[src/rtl/cube_arith_pkg.sv]
// Shared types and width helpers for the cube / cube-root arithmetic blocks.
package cube_arith_pkg;

   localparam int ROOT_W_DEF = 8;

   function automatic int in_w(input int root_w);
      return 3 * root_w;
   endfunction

   function automatic int sq_w(input int root_w);
      return 2 * root_w;
   endfunction

   localparam int IN_W_DEF = in_w(ROOT_W_DEF);
   localparam int SQ_W_DEF = sq_w(ROOT_W_DEF);

   typedef enum logic [2:0] {
      S_IDLE = 3'd0,
      S_SQ   = 3'd1,
      S_CB   = 3'd2,
      S_CMP  = 3'd3,
      S_DONE = 3'd4
   } state_t;

endpackage

[src/rtl/cube_root_mul.sv]
// Unsigned A_W x B_W combinational multiplier, summed as shifted partial products.
module cube_root_mul #(
   parameter int A_W = 16,
   parameter int B_W = 8
) (
   input  logic [A_W-1:0]     a,
   input  logic [B_W-1:0]     b,
   output logic [A_W+B_W-1:0] p
);

   always_comb begin
      p = '0;
      for (int j = 0; j < B_W; j++) begin
         if (b[j]) p = p + ((A_W+B_W)'(a) << j);
      end
   end

endmodule

[src/rtl/cube_root_seq.sv]
// Sequential floor cube root, one root bit per SQ/CB/CMP pass over a shared multiplier.
// Optional remainder/exact outputs are enabled by defining CUBE_ROOT_REM_EN.
module cube_root_seq
   import cube_arith_pkg::*;
#(
   parameter int ROOT_W = ROOT_W_DEF
) (
   input  logic                      clk,
   input  logic                      rst,
   input  logic                      in_valid,
   output logic                      in_ready,
   input  logic [in_w(ROOT_W)-1:0]   x_i,
   output logic                      out_valid,
   input  logic                      out_ready,
   output logic [ROOT_W-1:0]         root_o
`ifdef CUBE_ROOT_REM_EN
   ,
   output logic [in_w(ROOT_W)-1:0]   rem_o,
   output logic                      exact_o
`endif
);

   localparam int IN_W = in_w(ROOT_W);
   localparam int SQ_W = sq_w(ROOT_W);
   localparam int BI_W = (ROOT_W > 1) ? $clog2(ROOT_W) : 1;

   state_t            state;
   logic [IN_W-1:0]   x_q;
   logic [ROOT_W-1:0] root;
   logic [BI_W-1:0]   bit_idx;
   logic [ROOT_W-1:0] trial;
   logic [SQ_W-1:0]   sq;
   logic [IN_W-1:0]   cb;
   logic [SQ_W-1:0]   mul_a;
   logic [IN_W-1:0]   prod;
   logic              keep;

   assign in_ready = (state == S_IDLE);
   assign root_o   = root;
   assign trial    = root | (ROOT_W'(1) << bit_idx);
   assign keep     = (cb <= x_q);

   // Operand A: zero-extended trial while squaring, the stored square while cubing.
   assign mul_a = (state == S_CB) ? sq : SQ_W'(trial);

   cube_root_mul #(
      .A_W (SQ_W),
      .B_W (ROOT_W)
   ) u_mul (
      .a (mul_a),
      .b (trial),
      .p (prod)
   );

`ifdef CUBE_ROOT_REM_EN
   logic [IN_W-1:0] cube_acc;
   logic [IN_W-1:0] acc_next;
   logic [IN_W-1:0] rem_next;
   logic [IN_W-1:0] rem_q;
   logic            exact_q;

   assign acc_next = keep ? cb : cube_acc;
   assign rem_next = x_q - acc_next;
   assign rem_o    = rem_q;
   assign exact_o  = exact_q;
`endif

   always_ff @(posedge clk) begin
      if (rst) begin
         state     <= S_IDLE;
         x_q       <= '0;
         root      <= '0;
         bit_idx   <= '0;
         sq        <= '0;
         cb        <= '0;
         out_valid <= 1'b0;
`ifdef CUBE_ROOT_REM_EN
         cube_acc  <= '0;
         rem_q     <= '0;
         exact_q   <= 1'b0;
`endif
      end else begin
         case (state)
            S_IDLE: begin
               if (in_valid) begin
                  x_q     <= x_i;
                  root    <= '0;
                  bit_idx <= BI_W'(ROOT_W - 1);
`ifdef CUBE_ROOT_REM_EN
                  cube_acc <= '0;
`endif
                  state   <= S_SQ;
               end
            end
            S_SQ: begin
               sq    <= prod[SQ_W-1:0];
               state <= S_CB;
            end
            S_CB: begin
               cb    <= prod;
               state <= S_CMP;
            end
            S_CMP: begin
               if (keep) root <= trial;
`ifdef CUBE_ROOT_REM_EN
               cube_acc <= acc_next;
`endif
               if (bit_idx == '0) begin
                  out_valid <= 1'b1;
`ifdef CUBE_ROOT_REM_EN
                  rem_q     <= rem_next;
                  exact_q   <= (rem_next == '0);
`endif
                  state     <= S_DONE;
               end else begin
                  bit_idx <= bit_idx - 1'b1;
                  state   <= S_SQ;
               end
            end
            S_DONE: begin
               if (out_ready) begin
                  out_valid <= 1'b0;
                  state     <= S_IDLE;
               end
            end
            default: state <= S_IDLE;
         endcase
      end
   end

endmodule
[config.mk]
export PLATFORM = sky130hd
export DESIGN_NAME = cube_root_seq
export DESIGN_NICKNAME = d
export VERILOG_FILES = /design/src/rtl/cube_arith_pkg.sv /design/src/rtl/cube_root_mul.sv /design/src/rtl/cube_root_seq.sv
export SDC_FILE = /design/constraint.sdc
export NUM_CORES = 1
export LEC_CHECK = 0
export CAP_MARGIN = 20
export CORE_MARGIN = 1
export CORE_UTILIZATION = 30
export CTS_BUF_LIST = sky130_fd_sc_hd__clkbuf_2
export CTS_CLUSTER_DIAMETER = 150
export DETAILED_ROUTE_END_ITERATION = 8
export PLACE_DENSITY_LB_ADDON = 0.12
export SYNTH_ARGS = -nofsm -noshare
export SYNTH_HDL_FRONTEND = slang
export SYNTH_SLANG_ARGS = --single-unit
[constraint.sdc]
create_clock -name clk -period 30.6 [get_ports clk]
set_clock_uncertainty 0.15 [all_clocks]
set_input_delay 7.65 -clock clk [delete_from_list [all_inputs] [get_ports clk]]
set_output_delay 7.65 -clock clk [all_outputs]
set_load 0.02 [all_outputs]
==> results of run 1 <==
-- routing by layer --
metal	wire, um	global-route usage [%]	part of all wire (%)	up-vias
met5	0	0	0	-
met4	387	4.16	1.0	0
met3	1250	1.82	3.4	30
met2	17600	35.2	48	203
met1	17800	28.3	48	4934
li1	-	-	-	5316
-- final timing paths --
kind	from	to
min	x_q[11]$_SDFFE_PP0P_	x_q[11]$_SDFFE_PP0P_
max reg2reg	state[1]$_SDFFE_PP0P_	cb[22]$_SDFFE_PP0P_
max	state[1]$_SDFFE_PP0P_	cb[22]$_SDFFE_PP0P_
min reg2reg	x_q[11]$_SDFFE_PP0P_	x_q[11]$_SDFFE_PP0P_
-- cell type report --
class                   count  share of cell area, %
multi-input cells        1242                   73.7
clock inverters             5                  0.491
flip-flops and latches     79                   13.8
diodes                      1                 0.0218
clock buffers              11                  0.480
well taps                 455                   4.97
inverters                  65                   2.13
repair buffers             55                   4.37
-- critical path, delay by kind of cell, from the launching register on --
| kind | cells | cell delay (ns) |
|---|---|---|
| DFF | 1 | 0.59 |
| adders and majority gates | 7 | 2.52 |
| AOI/OAI and AO/OA | 24 | 6.81 |
| muxes | 1 | 0.19 |
| buffers and inverters | 3 | 0.86 |
| xor gates and xnor gates | 5 | 0.89 |
| and+or+nand+nor | 14 | 2.37 |
-- per-stage QoR --
stage	utilization, %	total power [mW]	area [um^2]	cells
2_1_floorplan	-	0.391	10500	1449
3_5_place_dp	32.8	0.491	11300	1896
5_1_grt	33.2	0.601	11500	1913
3_3_place_gp	32.8	0.489	11300	1896
4_1_cts	33.2	0.555	11500	1912
6_report	33.2	0.551	11500	1913
-- cells by family after synthesis --
logic type	Yosys count
AO/OA/AOI/OAI	477
multiplexers	29
buffers and inverters	128
AND/OR/NAND/NOR	510
flip-flops	79
adder cells (fa/ha/maj)	148
XOR/XNOR	78
-- registers in the layout, summed over array words and instances, names as in the netlist --
| name | count |
|---|---|
| cb | 24 |
| out_valid | 1 |
| sq | 16 |
| root_o | 8 |
| bit_idx | 3 |
| x_q | 24 |
| state | 3 |
-- synth_stat cells, types with 11 or more instances --
master	number
o211ai_1	11
xnor2_1	51
nor3_1	37
a31oi_1	24
nand2_1	190
mux2i_1	14
nor2b_1	15
xor2_1	27
a211oi_1	37
and3_1	22
a21o_1	52
o21a_1	23
ha_1	141
o21ai_0	72
nand2b_1	14
nor2_1	139
dfxtp_1	79
nand3_1	24
and2_1	15
inv_1	64
nand4_1	11
a21oi_1	135
mux2_2	14
clkbuf_1	50
-- power groups by stage --
stage,combinational [mW],clock [mW],sequential [mW]
2_1_floorplan,0.267,0,0.124
3_3_place_gp,0.356,0,0.133
3_5_place_dp,0.358,0,0.133
4_1_cts,0.360,0.0648,0.131
5_1_grt,0.399,0.0692,0.133
6_report,0.358,0.0625,0.131
==> summary.txt, run 1 <==
Synthesis
  – Main combinational cell family by area after synthesis: compound AO/OA/AOI/OAI gates
  – Synth Area in Compound Gates: 30.3%
  – Ys Warns: 0
  – Ys async rst share: 0%
  – Yosys top cell area share: 16.8%
  – Netlist cell types: 79
  – Adder-Cell Fraction of Synth Area: 18.1%
  – Syn_nets: 1625
  – Post-synthesis cell area: 0.0105 mm^2
  – FF+latch count, synth: 79
  – Synth Area in XOR/XNOR: 6.50%
  – Post-synth top area cell: ha_1
  – Simple-gate share of the synthesized area: 22.3%
  – Post-Synthesis Cells: 1449
  – Mux share of post-synthesis cell area: 2.98%
  – Top_reg_cell synth: dfxtp_1
  – Avg Inst Size Synth: 7.25 um^2
  – Top cells by area, synth: ha_1 (17%), dfxtp_1 (15%), nand2_1 (6.8%)
  – Post-synth EDFFs: 0
  – Sequential area share after synthesis: 15.1%

Timing
  – Setup TNS: 0 ns
  – Slew @ Worst Pin: 1.10 ns
  – Fin crit period: 14.46 ns
  – Period Utilization, post-route: 47.2%
  – Hold slack: 0.320 ns
  – Setup slack after layout: 16.14 ns
  – Slew margin rel.: 26.9%
  – F_max: 69.2 MHz
  – Final Hold Fails: 0
  – Final setup fails: 0
  – RSZ-0062 raised after global routing: false
  – Slew Viols, Final: 0

Cells and area
  – Share of cells above drive strength 1: 5.77%
  – Commonest non-fill, non-tap cells in the layout: nand2_1 (190), ha_1 (141), nor2_1 (139)
  – Commonest non-fill, non-tap cell in the layout: nand2_1
  – Multi-input logic area: 0.00845 mm^2
  – Area growth syn-to-layout: 9.07%
  – Nets: 1628
  – FF/Latch Area: 0.00158 mm^2
  – Fillers: 3771

Floorplan
  – DIE AREA: 0.0358 mm^2
  – Total core area: 0.0345 mm^2
  – Die width: 189 um
  – Rows: 68
  – # IOs: 38
  – Starting density of the core: 30.4%
  – Die H: 189 um

Placed design
  – Port bufs: 37
  – Placed wire-length estimate: 29500 um
  – Gp weighted congestion: 0.883
  – Pre-CTS WS: 16.24 ns

Worst setup path
  – Max incr delay on CP: 0.83 ns
  – Required time of the critical path: 30.98 ns
  – CP Launch Type: flip-flop
  – Slowest stage cell, crit path: o21ai_0
  – FF-to-FF setup slack: 16.14 ns
  – Critical path arrival: 14.84 ns
  – Cells on worst reg2reg path: 54
  – Crit Path Max Fanout: 33
  – Critical path's most frequent cell: ha_1
  – Kind of critical path: flip-flop to flip-flop
  – Crit end category: flip-flop

Worst hold path
  – Worst min path class: flip-flop to flip-flop
  – Worst hold stages: 2

Power
  – Peak supply drop: 0.0513 mV
  – Net Sw Frac: 50.6%
  – Psw: 279 uW
  – Leakage: 5.34 nW
  – Share of total power in combinational logic: 64.9%
  – Pwr dens: 48.1 mW/mm^2
  – P_int: 272 uW
  – Clk pwr share: 11.3%
  – Reg power frac: 23.8%

CTS
  – CTS tree: built
  – Hold_buf cts: 0
  – TritonCTS Buffers: 9
  – Resize count post-CTS: 0
  – Post-CTS setup buffers: 0
  – CTS root buf: clkbuf_2
  – H-tree depth: 3
  – Clk sink count: 79
  – CTS clk-pin slew, worst paths: 0.24 ns
  – Clock Latency Late Sink: 0.66 ns
  – Maximum clock insertion buffer count: 2

Status
  – Outcome: completed

Route
  – Via density: 5.48
  – WL per Instance: 19.3 um
  – 1st-pass router iterations: 5
  – Starting DRT DRC Count: 614
  – DRT antenna net count: 0
  – Post-Route WL: 37000 um
  – Vias: 10500
  – DRC: 0

Global route
  – Maximum number of pins on one net before global-route repair: 75
  – First-pass GRT wire length: 57500 um
  – Overall routing resource usage: 20.7%
  – Remaining Overflow, GRT: 0
  – Antenna violations before repair: 1
  – Vias in the first global route: 9769

Job
  – Max Cap Violations: 0
No activity file was read; power rests on OpenSTA's default activity.
==> run 2, diff against run 1 <==
==> constraint.sdc (replaced) <==
create_clock -name clk -period 11.6 [get_ports clk]
set_clock_uncertainty 0.15 [all_clocks]
set_input_delay 2.9 -clock clk [delete_from_list [all_inputs] [get_ports clk]]
set_output_delay 2.9 -clock clk [all_outputs]
set_load 0.02 [all_outputs]
==> run 2 against run 1 <==
Against the previous run: core utilization up 8.6 points; largest cell class unchanged; count of clock-buffer cells in the layout down 2; clock power up 140%; combinational power grew to 3.7 times the previous value; global-route usage grew 1.3 points; highest routed layer unchanged; maximum frequency up 30%; largest power group unchanged.
==> summary.txt, run 2 (synthesis gave the netlist of run 1 again) <==
Placed design
  – Gp weighted congestion: 0.896 (was 0.883)
  – Port bufs: 37 (unchanged)
  – Pre-CTS WS: -0.545 ns (was 16.24 ns)
  – Placed instance area: 0.0131 mm^2 (was 0.0113 mm^2)
  – Placed wire-length estimate: 31200 um (was 29500 um)
  – Post-Place Cells: 2119 (was 1896)

Timing
  – Setup slack after layout: 0.443 ns (was 16.14 ns)
  – Slew margin rel.: 45.4% (was 26.9%)
  – Slew Viols, Final: 0 (unchanged)
  – Final Hold Fails: 0 (unchanged)
  – Fin crit period: 11.16 ns (was 14.46 ns)
  – F_max: 89.6 MHz (was 69.2 MHz)
  – Period Utilization, post-route: 96.2% (was 47.2%)
  – Final setup fails: 0 (unchanged)
  – RSZ-0062 raised after global routing: true (was false)
  – Slew @ Worst Pin: 0.819 ns (was 1.10 ns)

Cells and area
  – Share of cells above drive strength 1: 29.1% (was 5.77%)
  – Area growth syn-to-layout: 37.5% (was 9.07%)
  – Largest registers: cb x24, x_q x24, sq x16 (unchanged)
  – Cell area after layout: 0.0144 mm^2 (was 0.0115 mm^2)
  – Commonest non-fill, non-tap cell in the layout: buf_4 (was nand2_1)
  – Fillers: 3612 (was 3771)
  – Nets: 1893 (was 1628)
  – Fin util: 41.8% (was 33.2%)
  – Fin cells: 2177 (was 1913)
  – Commonest non-fill, non-tap cells in the layout: buf_4 (277), nand2_1 (186), nor2_1 (127) (was nand2_1 (190), ha_1 (141), nor2_1 (139))

Job
  – Max Cap Violations: 0 (unchanged)

CTS
  – Maximum clock insertion buffer count: 2 (unchanged)
  – H-tree depth: 3 (unchanged)
  – CTS root buf: clkbuf_2 (unchanged)
  – Clock Latency Late Sink: 0.57 ns (was 0.66 ns)
  – CTS clk-pin slew, worst paths: 0.20 ns (was 0.24 ns)
  – CTS tree: built (unchanged)
  – Clk sink count: 79 (unchanged)
  – TritonCTS Buffers: 9 (unchanged)

Worst setup path
  – CP Launch Type: flip-flop (unchanged)
  – Reg-to-reg endpoint: cb[22]$_SDFFE_PP0P_ (unchanged)
  – FF-to-FF setup slack: 0.44 ns (was 16.14 ns)
  – RR Startpoint: state[2]$_SDFFE_PP0P_ (was state[1]$_SDFFE_PP0P_)
  – Max incr delay on CP: 0.45 ns (was 0.83 ns)
  – Cells on worst reg2reg path: 62 (was 54)
  – Critical path arrival: 11.43 ns (was 14.84 ns)
  – Worst path bufs/invs: 9 (was 3)
  – Required time of the critical path: 11.88 ns (was 30.98 ns)
  – CP delay by family, top: compound AO/OA/AOI/OAI gates (unchanged)
  – Slowest stage cell, crit path: or3b_4 (was o21ai_0)
  – Crit Path Max Fanout: 6 (was 33)
  – Kind of critical path: flip-flop to flip-flop (unchanged)
  – Crit end category: flip-flop (unchanged)

Route
  – DRT antenna net count: 0 (unchanged)
  – 1st-pass router iterations: 5 (unchanged)
  – Vias: 11400 (was 10500)
  – WL per Instance: 18.5 um (was 19.3 um)
  – Via density: 5.24 (was 5.48)
  – DRC: 0 (unchanged)
  – Starting DRT DRC Count: 686 (was 614)
  – Post-Route WL: 40300 um (was 37000 um)

Floorplan
  – Rows: 68 (unchanged)
  – DIE AREA: 0.0358 mm^2 (unchanged)
  – Total core area: 0.0345 mm^2 (unchanged)
  – Die width: 189 um (unchanged)
  – Starting density of the core: 30.4% (unchanged)
  – # IOs: 38 (unchanged)
  – Die H: 189 um (unchanged)

Global route
  – GR Util met2: 37.2% (was 35.2%)
  – Antenna violations before repair: 1 (unchanged)
  – Remaining Overflow, GRT: 0 (unchanged)
  – Vias in the first global route: 10700 (was 9769)
  – First-pass GRT wire length: 61400 um (was 57500 um)
  – Maximum number of pins on one net before global-route repair: 75 (unchanged)
  – GRT Max-Usage Layer: met2 (unchanged)
  – Overall routing resource usage: 22.0% (was 20.7%)
  – Met3 Use GR: 1.20% (was 1.82%)
  – Met1 global-route usage: 30.5% (was 28.3%)

Worst hold path
  – Worst min path class: flip-flop to flip-flop (unchanged)
  – Min-delay src: x_q[16]$_SDFFE_PP0P_ (was x_q[11]$_SDFFE_PP0P_)
  – Worst hold endpoint: x_q[16]$_SDFFE_PP0P_ (was x_q[11]$_SDFFE_PP0P_)
  – Worst hold stages: 2 (unchanged)

Power
  – Final Power: 1.80 mW (was 551 uW)
  – Pwr dens: 125 mW/mm^2 (was 48.1 mW/mm^2)
  – Leakage: 6.78 nW (was 5.34 nW)
  – Peak supply drop: 0.0860 mV (was 0.0513 mV)

Status
  – Outcome: completed (unchanged)
## run 2: cell types whose count changed in the layout (fill, tap and decap cells not counted), moves of 7 or more
cell     before  now
xnor2_2       0    7
nor2_1      139  127
xnor2_1      51   44
buf_4        18  277
nor3_1       37   30
a21oi_2       4   25
o21ai_1      10   22
o21ai_0      72   49
ha_1        141  114
ha_4          0   22
nor2_2        0    9
o21ai_2       0    9
a31oi_1      24   16
a21oi_1     131  107
## run 2: worst max-delay path by stage
stage	startpoint	to	slack (ns)	cells after the start
floorplan	state[0]$_SDFFE_PP0P_	cb[22]$_SDFFE_PP0P_	0.02	60
finish	state[2]$_SDFFE_PP0P_	cb[22]$_SDFFE_PP0P_	0.44	62
detailed placement	state[0]$_SDFFE_PP0P_	cb[22]$_SDFFE_PP0P_	-0.55	63
CTS	state[0]$_SDFFE_PP0P_	cb[22]$_SDFFE_PP0P_	0.0009	62
global route	state[2]$_SDFFE_PP0P_	cb[22]$_SDFFE_PP0P_	-0.18	67
global placement	state[0]$_SDFFE_PP0P_	cb[22]$_SDFFE_PP0P_	-0.52	63
## run 2: layer usage
layer / up-vias / share of wire, %
li1: 5840 / -
met1: 5364 / 49
met2: 180 / 47
met3: 34 / 2.8
met4: 0 / 1.7
met5: - / 0
## run 2: per-stage QoR
step | setup TNS [ns] | hold WS, ns
detailed placement | -2.60 | 0.299
floorplan | 0 | 0.286
finish | 0 | 0.323
global placement | -2.74 | 0.297
CTS | 0 | 0.323
global route | -0.377 | 0.349
## run 2: timing repair
item | CTS | global route
endpoints found under the setup margin | 11 | 14
resized for setup | 26 | 169
pin swaps | 11 | 103
endpoints found under the hold margin | 0 | 0
hold buffers | 0 | 0
buffers inserted | 8 | 35
## run 2: worst register-to-register path, delay by kind of cell (launching register included)
kind / cells / cell delay [ns]
AO/OA/AOI/OAI: 24 / 4.32
XOR/XNOR: 6 / 1.01
adder cells (fa/ha/maj): 8 / 2.16
buffers and inverters: 9 / 1.02
flip-flops: 1 / 0.36
AND/OR/NAND/NOR: 15 / 2.03
## run 2: area by class of cell
type	count	area [um^2]	share of cell area (%)
clock buffers	9	45.0	0.312
repair buffers	320	2520	17.4
well taps	455	569	3.94
inverters	65	244	1.69
clock inverters	6	62.6	0.433
flip-flops and latches	79	1590	11.0
multi-input cells	1242	9410	65.2
diodes	1	2.50	0.0173
## run 2: where the power goes
group	internal, mW	total [mW]	switching, mW
clock	0.0476	0.149	0.102
combinational	0.610	1.32	0.710
sequential	0.307	0.334	0.0269
total	0.965	1.80	0.839
